$ cat config.mk
export PLATFORM = sky130hd
export DESIGN_NAME = obstacle_layer_flat
export DESIGN_NICKNAME = d
export VERILOG_FILES = /design/src/rtl/obstacle_layer_if.sv /design/src/rtl/obstacle_layer.sv /design/src/flat_wrapper.sv
export SDC_FILE = /design/constraint.sdc
export NUM_CORES = 1
export LEC_CHECK = 0
export ABC_AREA = 1
export BUFFER_PORTS_ARGS = -buffer_cell sky130_fd_sc_hd__buf_2
export CAP_MARGIN = 40
export CORE_ASPECT_RATIO = 2
export CORE_MARGIN = 5
export CORE_UTILIZATION = 63
export DETAILED_ROUTE_END_ITERATION = 7
export GPL_TIMING_DRIVEN = 0
export PLACE_DENSITY_LB_ADDON = 0.25
export RECOVER_POWER = 50
export SETUP_SLACK_MARGIN = 0.1
export SLEW_MARGIN = 25
export SYNTH_ARGS = -nofsm -noshare
export SYNTH_HDL_FRONTEND = slang
export SYNTH_SLANG_ARGS = --single-unit
$ cat constraint.sdc
create_clock -name clk -period 2.6 [get_ports clk]
set_input_delay 0.13 -clock clk [delete_from_list [all_inputs] [get_ports clk]]
set_output_delay 0.13 -clock clk [all_outputs]
set_load 0.01 [all_outputs]
$ cat src/rtl/obstacle_layer_if.sv
// Pixel-request / pixel-response bundle between the scan counters and obstacle_layer.
interface obstacle_layer_if #(
    parameter int CIDXW = 3
);
    logic [9:0]     hCount;
    logic [9:0]     vCount;
    logic           halt;
    logic [2:0]     speed;
    logic           drawing;
    logic [CIDXW:0] pix;
    logic [2:0]     obst_count;

    modport master (
        output hCount, vCount, halt, speed,
        input  drawing, pix, obst_count
    );

    modport slave (
        input  hCount, vCount, halt, speed,
        output drawing, pix, obst_count
    );
endinterface

$ cat src/rtl/obstacle_layer.sv
// Scrolling obstacle field plus ground line; four slots, LFSR-driven spawns, registered pixel lookup.
// Optional feature macro: OBST_BIRD_EN (type 2 spawns and draws as a bird; otherwise it becomes a cactus).
module obstacle_layer #(
    parameter int         CIDXW    = 3,
    parameter logic [9:0] GROUND_Y = 10'd400,
    parameter logic [5:0] MIN_GAP  = 6'd40
) (
    input logic             clk,
    input logic             reset,
    obstacle_layer_if.slave bus
);
    localparam int         PW         = CIDXW + 1;
    localparam logic [9:0] SPAWN_X    = 10'd784;
    localparam logic [9:0] EXIT_X     = 10'd112;
    localparam logic [CIDXW:0] PIX_CACTUS = PW'(4'b0010);
    localparam logic [CIDXW:0] PIX_ROCK   = PW'(4'b0100);
    localparam logic [CIDXW:0] PIX_TEXT   = PW'(4'b1000);
`ifdef OBST_BIRD_EN
    localparam logic [CIDXW:0] PIX_BIRD   = PW'(4'b0110);
`endif

    logic [3:0]     valid;
    logic [9:0]     xpos [4];
    logic [1:0]     otype [4];
    logic [6:0]     gap_cnt;
    logic [15:0]    lfsr;
    logic           prev_origin;
    logic           draw_q;
    logic [CIDXW:0] pix_q;
    logic [2:0]     count_q;

    logic           at_origin;
    logic           fadv;
    logic           visible;
    logic           ground;
    logic           hit;
    logic [CIDXW:0] hit_pix;
    logic           have_free;
    logic [1:0]     free_idx;
    logic [1:0]     spawn_type;
    logic [9:0]     speed_ext;
    logic [2:0]     count_next;

    function automatic logic covers(input logic [9:0] x, input logic [1:0] t,
                                    input logic [9:0] h, input logic [9:0] v);
        logic [10:0] right;
        logic [9:0]  top;
        logic [9:0]  bot;
        logic        known;
        known = 1'b1;
        right = {1'b0, x} + 11'd16;
        top   = GROUND_Y - 10'd40;
        bot   = GROUND_Y;
        case (t)
            2'd1: known = 1'b1;
`ifdef OBST_BIRD_EN
            2'd2: begin
                right = {1'b0, x} + 11'd24;
                top   = GROUND_Y - 10'd64;
                bot   = GROUND_Y - 10'd48;
            end
`endif
            2'd3: begin
                right = {1'b0, x} + 11'd24;
                top   = GROUND_Y - 10'd24;
            end
            default: known = 1'b0;
        endcase
        return known && (h >= x) && ({1'b0, h} < right) && (v > top) && (v <= bot);
    endfunction

    function automatic logic [CIDXW:0] palette(input logic [1:0] t);
        case (t)
            2'd1:    return PIX_CACTUS;
`ifdef OBST_BIRD_EN
            2'd2:    return PIX_BIRD;
`endif
            2'd3:    return PIX_ROCK;
            default: return '0;
        endcase
    endfunction

    // The origin pair is held for several clocks, so only its first cycle may advance the frame.
    assign at_origin = (bus.hCount == 10'd0) && (bus.vCount == 10'd0);
    assign fadv      = at_origin && !prev_origin && !bus.halt;
    assign visible   = (bus.hCount >= 10'd144) && (bus.hCount <= 10'd783) &&
                       (bus.vCount >= 10'd35)  && (bus.vCount <= 10'd514);
    assign ground    = (bus.vCount == GROUND_Y + 10'd1);
    assign speed_ext = {7'd0, bus.speed};
    assign count_next = {2'd0, valid[0]} + {2'd0, valid[1]} + {2'd0, valid[2]} + {2'd0, valid[3]};

`ifdef OBST_BIRD_EN
    assign spawn_type = lfsr[15:14];
`else
    assign spawn_type = (lfsr[15:14] == 2'd2) ? 2'd1 : lfsr[15:14];
`endif

    always_comb begin
        hit     = 1'b0;
        hit_pix = '0;
        for (int i = 0; i < 4; i++) begin
            if (!hit && valid[i] && covers(xpos[i], otype[i], bus.hCount, bus.vCount)) begin
                hit     = 1'b1;
                hit_pix = palette(otype[i]);
            end
        end
    end

    // Free-slot search looks at the pre-scroll valid bits, so a slot emptied this frame waits a frame.
    always_comb begin
        have_free = 1'b0;
        free_idx  = 2'd0;
        for (int i = 3; i >= 0; i--) begin
            if (!valid[i]) begin
                have_free = 1'b1;
                free_idx  = 2'(i);
            end
        end
    end

    always_ff @(posedge clk) begin
        if (reset) begin
            valid       <= 4'd0;
            for (int i = 0; i < 4; i++) begin
                xpos[i]  <= 10'd0;
                otype[i] <= 2'd0;
            end
            gap_cnt     <= {1'b0, MIN_GAP};
            lfsr        <= 16'hACE1;
            prev_origin <= 1'b1;
            draw_q      <= 1'b0;
            pix_q       <= '0;
            count_q     <= 3'd0;
        end else begin
            prev_origin <= at_origin;
            count_q     <= count_next;
            if (visible && hit) begin
                draw_q <= 1'b1;
                pix_q  <= hit_pix;
            end else if (visible && ground) begin
                draw_q <= 1'b1;
                pix_q  <= PIX_TEXT;
            end else begin
                draw_q <= 1'b0;
                pix_q  <= '0;
            end
            if (fadv) begin
                lfsr <= {lfsr[14:0], lfsr[15] ^ lfsr[13] ^ lfsr[12] ^ lfsr[10]};
                for (int i = 0; i < 4; i++) begin
                    if (valid[i]) begin
                        if (xpos[i] < EXIT_X + speed_ext) begin
                            valid[i] <= 1'b0;
                        end else begin
                            xpos[i] <= xpos[i] - speed_ext;
                        end
                    end
                end
                if (gap_cnt == 7'd0) begin
                    gap_cnt <= {1'b0, MIN_GAP} + {1'b0, lfsr[5:0]};
                    if ((lfsr[15:14] != 2'd0) && have_free) begin
                        valid[free_idx] <= 1'b1;
                        xpos[free_idx]  <= SPAWN_X;
                        otype[free_idx] <= spawn_type;
                    end
                end else begin
                    gap_cnt <= gap_cnt - 7'd1;
                end
            end
        end
    end

    assign bus.drawing    = draw_q;
    assign bus.pix        = pix_q;
    assign bus.obst_count = count_q;
endmodule

$ cat src/flat_wrapper.sv
// flat-port wrapper written by rule: the top's interface ports become plain ports
module obstacle_layer_flat 
#(
    parameter int         CIDXW    = 3,
    parameter logic [9:0] GROUND_Y = 10'd400,
    parameter logic [5:0] MIN_GAP  = 6'd40
)
  (clk, reset, bus_hCount, bus_vCount, bus_halt, bus_speed, bus_drawing, bus_pix, bus_obst_count);
  obstacle_layer_if #(.CIDXW(CIDXW)) bus_i ();
  input logic clk;
  input logic reset;
  input wire logic [$bits(bus_i.hCount)-1:0] bus_hCount;
  input wire logic [$bits(bus_i.vCount)-1:0] bus_vCount;
  input wire logic [$bits(bus_i.halt)-1:0] bus_halt;
  input wire logic [$bits(bus_i.speed)-1:0] bus_speed;
  output wire logic [$bits(bus_i.drawing)-1:0] bus_drawing;
  output wire logic [$bits(bus_i.pix)-1:0] bus_pix;
  output wire logic [$bits(bus_i.obst_count)-1:0] bus_obst_count;
  assign bus_i.hCount = bus_hCount;
  assign bus_i.vCount = bus_vCount;
  assign bus_i.halt = bus_halt;
  assign bus_i.speed = bus_speed;
  assign bus_drawing = bus_i.drawing;
  assign bus_pix = bus_i.pix;
  assign bus_obst_count = bus_i.obst_count;
  obstacle_layer #(.CIDXW(CIDXW), .GROUND_Y(GROUND_Y), .MIN_GAP(MIN_GAP)) u_core (.clk(clk), .reset(reset), .bus(bus_i));
endmodule
==> results.sh <==
export IMPL_portBuffers=30
export IMPL_setup_violations=2
export IMPL_grt_max_degree=16
export IMPL_cts_path_max_buffers=2
export IMPL_grt_setup_unrepaired="yes"
export IMPL_drv_slew=0
export IMPL_synthToLayoutAreaGrowth_pct=17.6
export IMPL_hold_class="in2reg"
export IMPL_power_total_w=0.00299
export IMPL_die_w_um=85.4
export IMPL_firstDrtPassIters=7
export IMPL_synth_area_leaders="dfxtp_1 21%, ha_1 18%, nand2_1 13%"
export IMPL_htreeDepth=3
export IMPL_critPathKind="reg2reg"
export IMPL_grt_usage=0.297
export IMPL_outcome="finished with violations"
export IMPL_nets=1259
export IMPL_drive_gt1_frac=0.163
export IMPL_wire_per_inst_um=16.8
export IMPL_p_leak_nw=3.95
export IMPL_cp_max_fo=3
export IMPL_final_setup_worst_slack_ns=-0.0393
export IMPL_final_common_cell="nand2_1"
export IMPL_grt_antenna_before_repair=0
export IMPL_clkLatencyLatePin_ns=0.35
export IMPL_cts_num_sinks=83
export IMPL_ys_types=49
export IMPL_syn_cell_area_sq_um=7160
export IMPL_viasPerCell=5.82
export IMPL_cpMaxStageDelayCell="edfxtp_1"
export IMPL_tightestPinTransition_ns=0.693
export IMPL_dp_hpwl_um=15200
export IMPL_cpPeakStageDelay_ns=0.45
export IMPL_fillers=895
export IMPL_post_route_period_util=1.02
export IMPL_postSynthAreaPerCell_sq_um=6.83
export IMPL_synthArstFlopShare=0
export IMPL_routed_wl_um=21400
export IMPL_synth_top_area_share=0.210
export IMPL_cp_buffers_inverters=2
export IMPL_drtAntennaViolNets=0
export IMPL_grt_pass1_wl_um=32500
export IMPL_min_period_ns=2.64
export IMPL_grt_overflow=0
export IMPL_start_util=0.638
export IMPL_ios=34
export IMPL_synth_flop_cell="dfxtp_1"
export IMPL_slew_headroom=0.538
export IMPL_core_sq_um=11200
export IMPL_violations="negative setup slack"
export IMPL_drt_iter0_markers=531
export IMPL_clk_pin_slew_ns=0.07
export IMPL_post_route_util=0.751
export IMPL_holdWs_ns=0.148
export IMPL_synth_seq_cells=83
export IMPL_final_hold_viol_count=0
export IMPL_path_cells="nand2_4, clkinvlp_4, nand3_2, nand2_2, xor2_1, ha_1, a21o_1, nor2_1, nand2_1, nand2_1, nand2_1, nand2_1, nand2_2, nand2_2, nand2_2, nand3_2, nand2_2, inv_2, nand2_1, nor2_1"
export IMPL_synth_edf_count=8
export IMPL_grt_pass1_vias=7210
export IMPL_final_cell_mix="220 x nand2_1, 137 x inv_1, 104 x nor2_1"
export IMPL_dpl_cell_area_sq_um=7490
export IMPL_crit_family="simple AND/OR/NAND/NOR gates"
export IMPL_num_rows=55
export IMPL_dp_slack_ns=-0.266
export IMPL_power_per_cell_area_nw_per_um2=355
export IMPL_synthCells=1048
export IMPL_gp_congestion=0.967
export IMPL_crit_path_start_kind="flip-flop"
export IMPL_worst_ir_drop_vdd_uv=599
export IMPL_clock_skew_ns=0.00712
export IMPL_yosysTopAreaCell="dfxtp_1"
export IMPL_yosys_warnings=0
export IMPL_numCtsBuffers=9
export IMPL_cap_viol_max_count=0
export IMPL_cp_required_ns=2.88
export IMPL_die_area_sq_um=13700
export IMPL_seq_area_frac_synth=0.243
export IMPL_cts_tree="done"
export IMPL_n_antenna_cell=0
export IMPL_max_freq_mhz=379
export IMPL_fin_area_sq_um=8420
export IMPL_critical_path_endpoint_type="flip-flop"
export IMPL_route_detailed_drc=0
export IMPL_root_buffer="clkbuf_16"
export IMPL_die_h_um=161
export IMPL_critical_path_arrival_ns=2.92
export IMPL_via_count=7389
export IMPL_synth_nets=1184
==> path summary, 6_finish.rpt <==
check	end	slack [ns]	cells past startpoint	from
setup / recovery	u_core.bus.pix[1]	-0.04	20	u_core.otype[2][0]
hold / removal	u_core.bus.drawing	0.15	4	bus_vCount[2]
setup reg to reg	u_core.bus.pix[1]	-0.04	20	u_core.otype[2][0]
hold reg to reg	u_core.lfsr[9]	0.46	2	u_core.lfsr[9]
==> worst reg2reg max path, stage by stage, from the launching register on <==
cell,delay [ns]
edfxtp_1,0.45
nand2_4,0.12
clkinvlp_4,0.12
nand3_2,0.11
nand2_2,0.07
xor2_1,0.15
ha_1,0.34
a21o_1,0.16
nor2_1,0.10
nand2_1,0.06
nand2_1,0.05
nand2_1,0.06
nand2_1,0.08
nand2_2,0.10
nand2_2,0.08
nand2_2,0.09
nand3_2,0.10
nand2_2,0.07
inv_2,0.07
nand2_1,0.06
nor2_1,0.14
==> sequential cells by signal (all words and copies together), names as in the netlist <==
signal                 flops
u_core.otype               8
u_core.xpos               40
u_core.prev_origin         1
u_core.lfsr               16
u_core.valid               4
u_core.bus.pix             3
u_core.gap_cnt             7
u_core.bus.obst_count      3
u_core.bus.drawing         1
==> kinds of logic after synthesis <==
| logic type | Yosys count | synth area share |
|---|---|---|
| AND/OR/NAND/NOR | 492 | 0.302 |
| buffers and inverters | 171 | 0.0916 |
| AO/OA/AOI/OAI | 155 | 0.121 |
| adder cells (fa/ha/maj) | 110 | 0.197 |
| flip-flops | 83 | 0.243 |
| XOR/XNOR | 36 | 0.0440 |
| other | 1 | 0.000524 |
==> metal layers <==
layer / vias to the layer above / track usage / part of all wire
met4: 0 / 0.207 / 0.069
li1: 3594 / - / -
met2: 291 / 0.549 / 0.53
met5: - / 0 / 0
met3: 97 / 0.0426 / 0.055
met1: 3407 / 0.292 / 0.34
==> power by group <==
part / switching [W] / internal, W / total (W)
Sequential: 0.00000822 / 0.00129 / 0.00130
Combinational: 0.000268 / 0.000143 / 0.000411
Clock: 0.000572 / 0.000712 / 0.00128
Total: 0.000848 / 0.00214 / 0.00299
==> repair_timing <==
| item | CTS | global route |
|---|---|---|
| gates resized for setup | 61 | 69 |
| hold buffers | 0 | 0 |
| buffers inserted | 6 | 28 |
| hold endpoints to repair | 0 | 0 |
| pin swaps | 21 | 45 |
| setup endpoints to repair | 10 | 26 |
==> cell usage after synthesis (4+ instances only) <==
library cell and count:
a21oi_1 75, nand3b_1 7, nor2_4 4, fa_1 5, nand2_1 241, nand3_1 74
xor2_1 34, ha_1 105, nor2_1 112, o22ai_1 4, nand4_1 18, edfxtp_1 8
dfxtp_1 75, a211oi_1 4, inv_1 149, o21ai_0 46, o21a_1 5, nor2_2 4
inv_2 7, clkbuf_1 9, nor3_1 14, o211ai_1 6
==> stage by stage <==
step / std cells / TNS [ns]
CTS: 1242 / 0
global route: 1270 / -0.474
finish: 1270 / -0.0407
detailed placement: 1220 / -0.691
global placement: 1220 / -0.668
floorplan: 1048 / 0
==> area by class of cell <==
type | instances | area (sq um) | area share
buffer | 15 | 71.3 | 0.00847
clock buffer | 10 | 250 | 0.0297
clock inverter | 6 | 42.5 | 0.00505
inverter | 156 | 602 | 0.0715
multi-input combinational | 794 | 5100 | 0.605
sequential | 83 | 1770 | 0.210
tap | 142 | 178 | 0.0211
timing repair buffer | 64 | 409 | 0.0486
No activity file was read; power rests on OpenSTA's default activity.
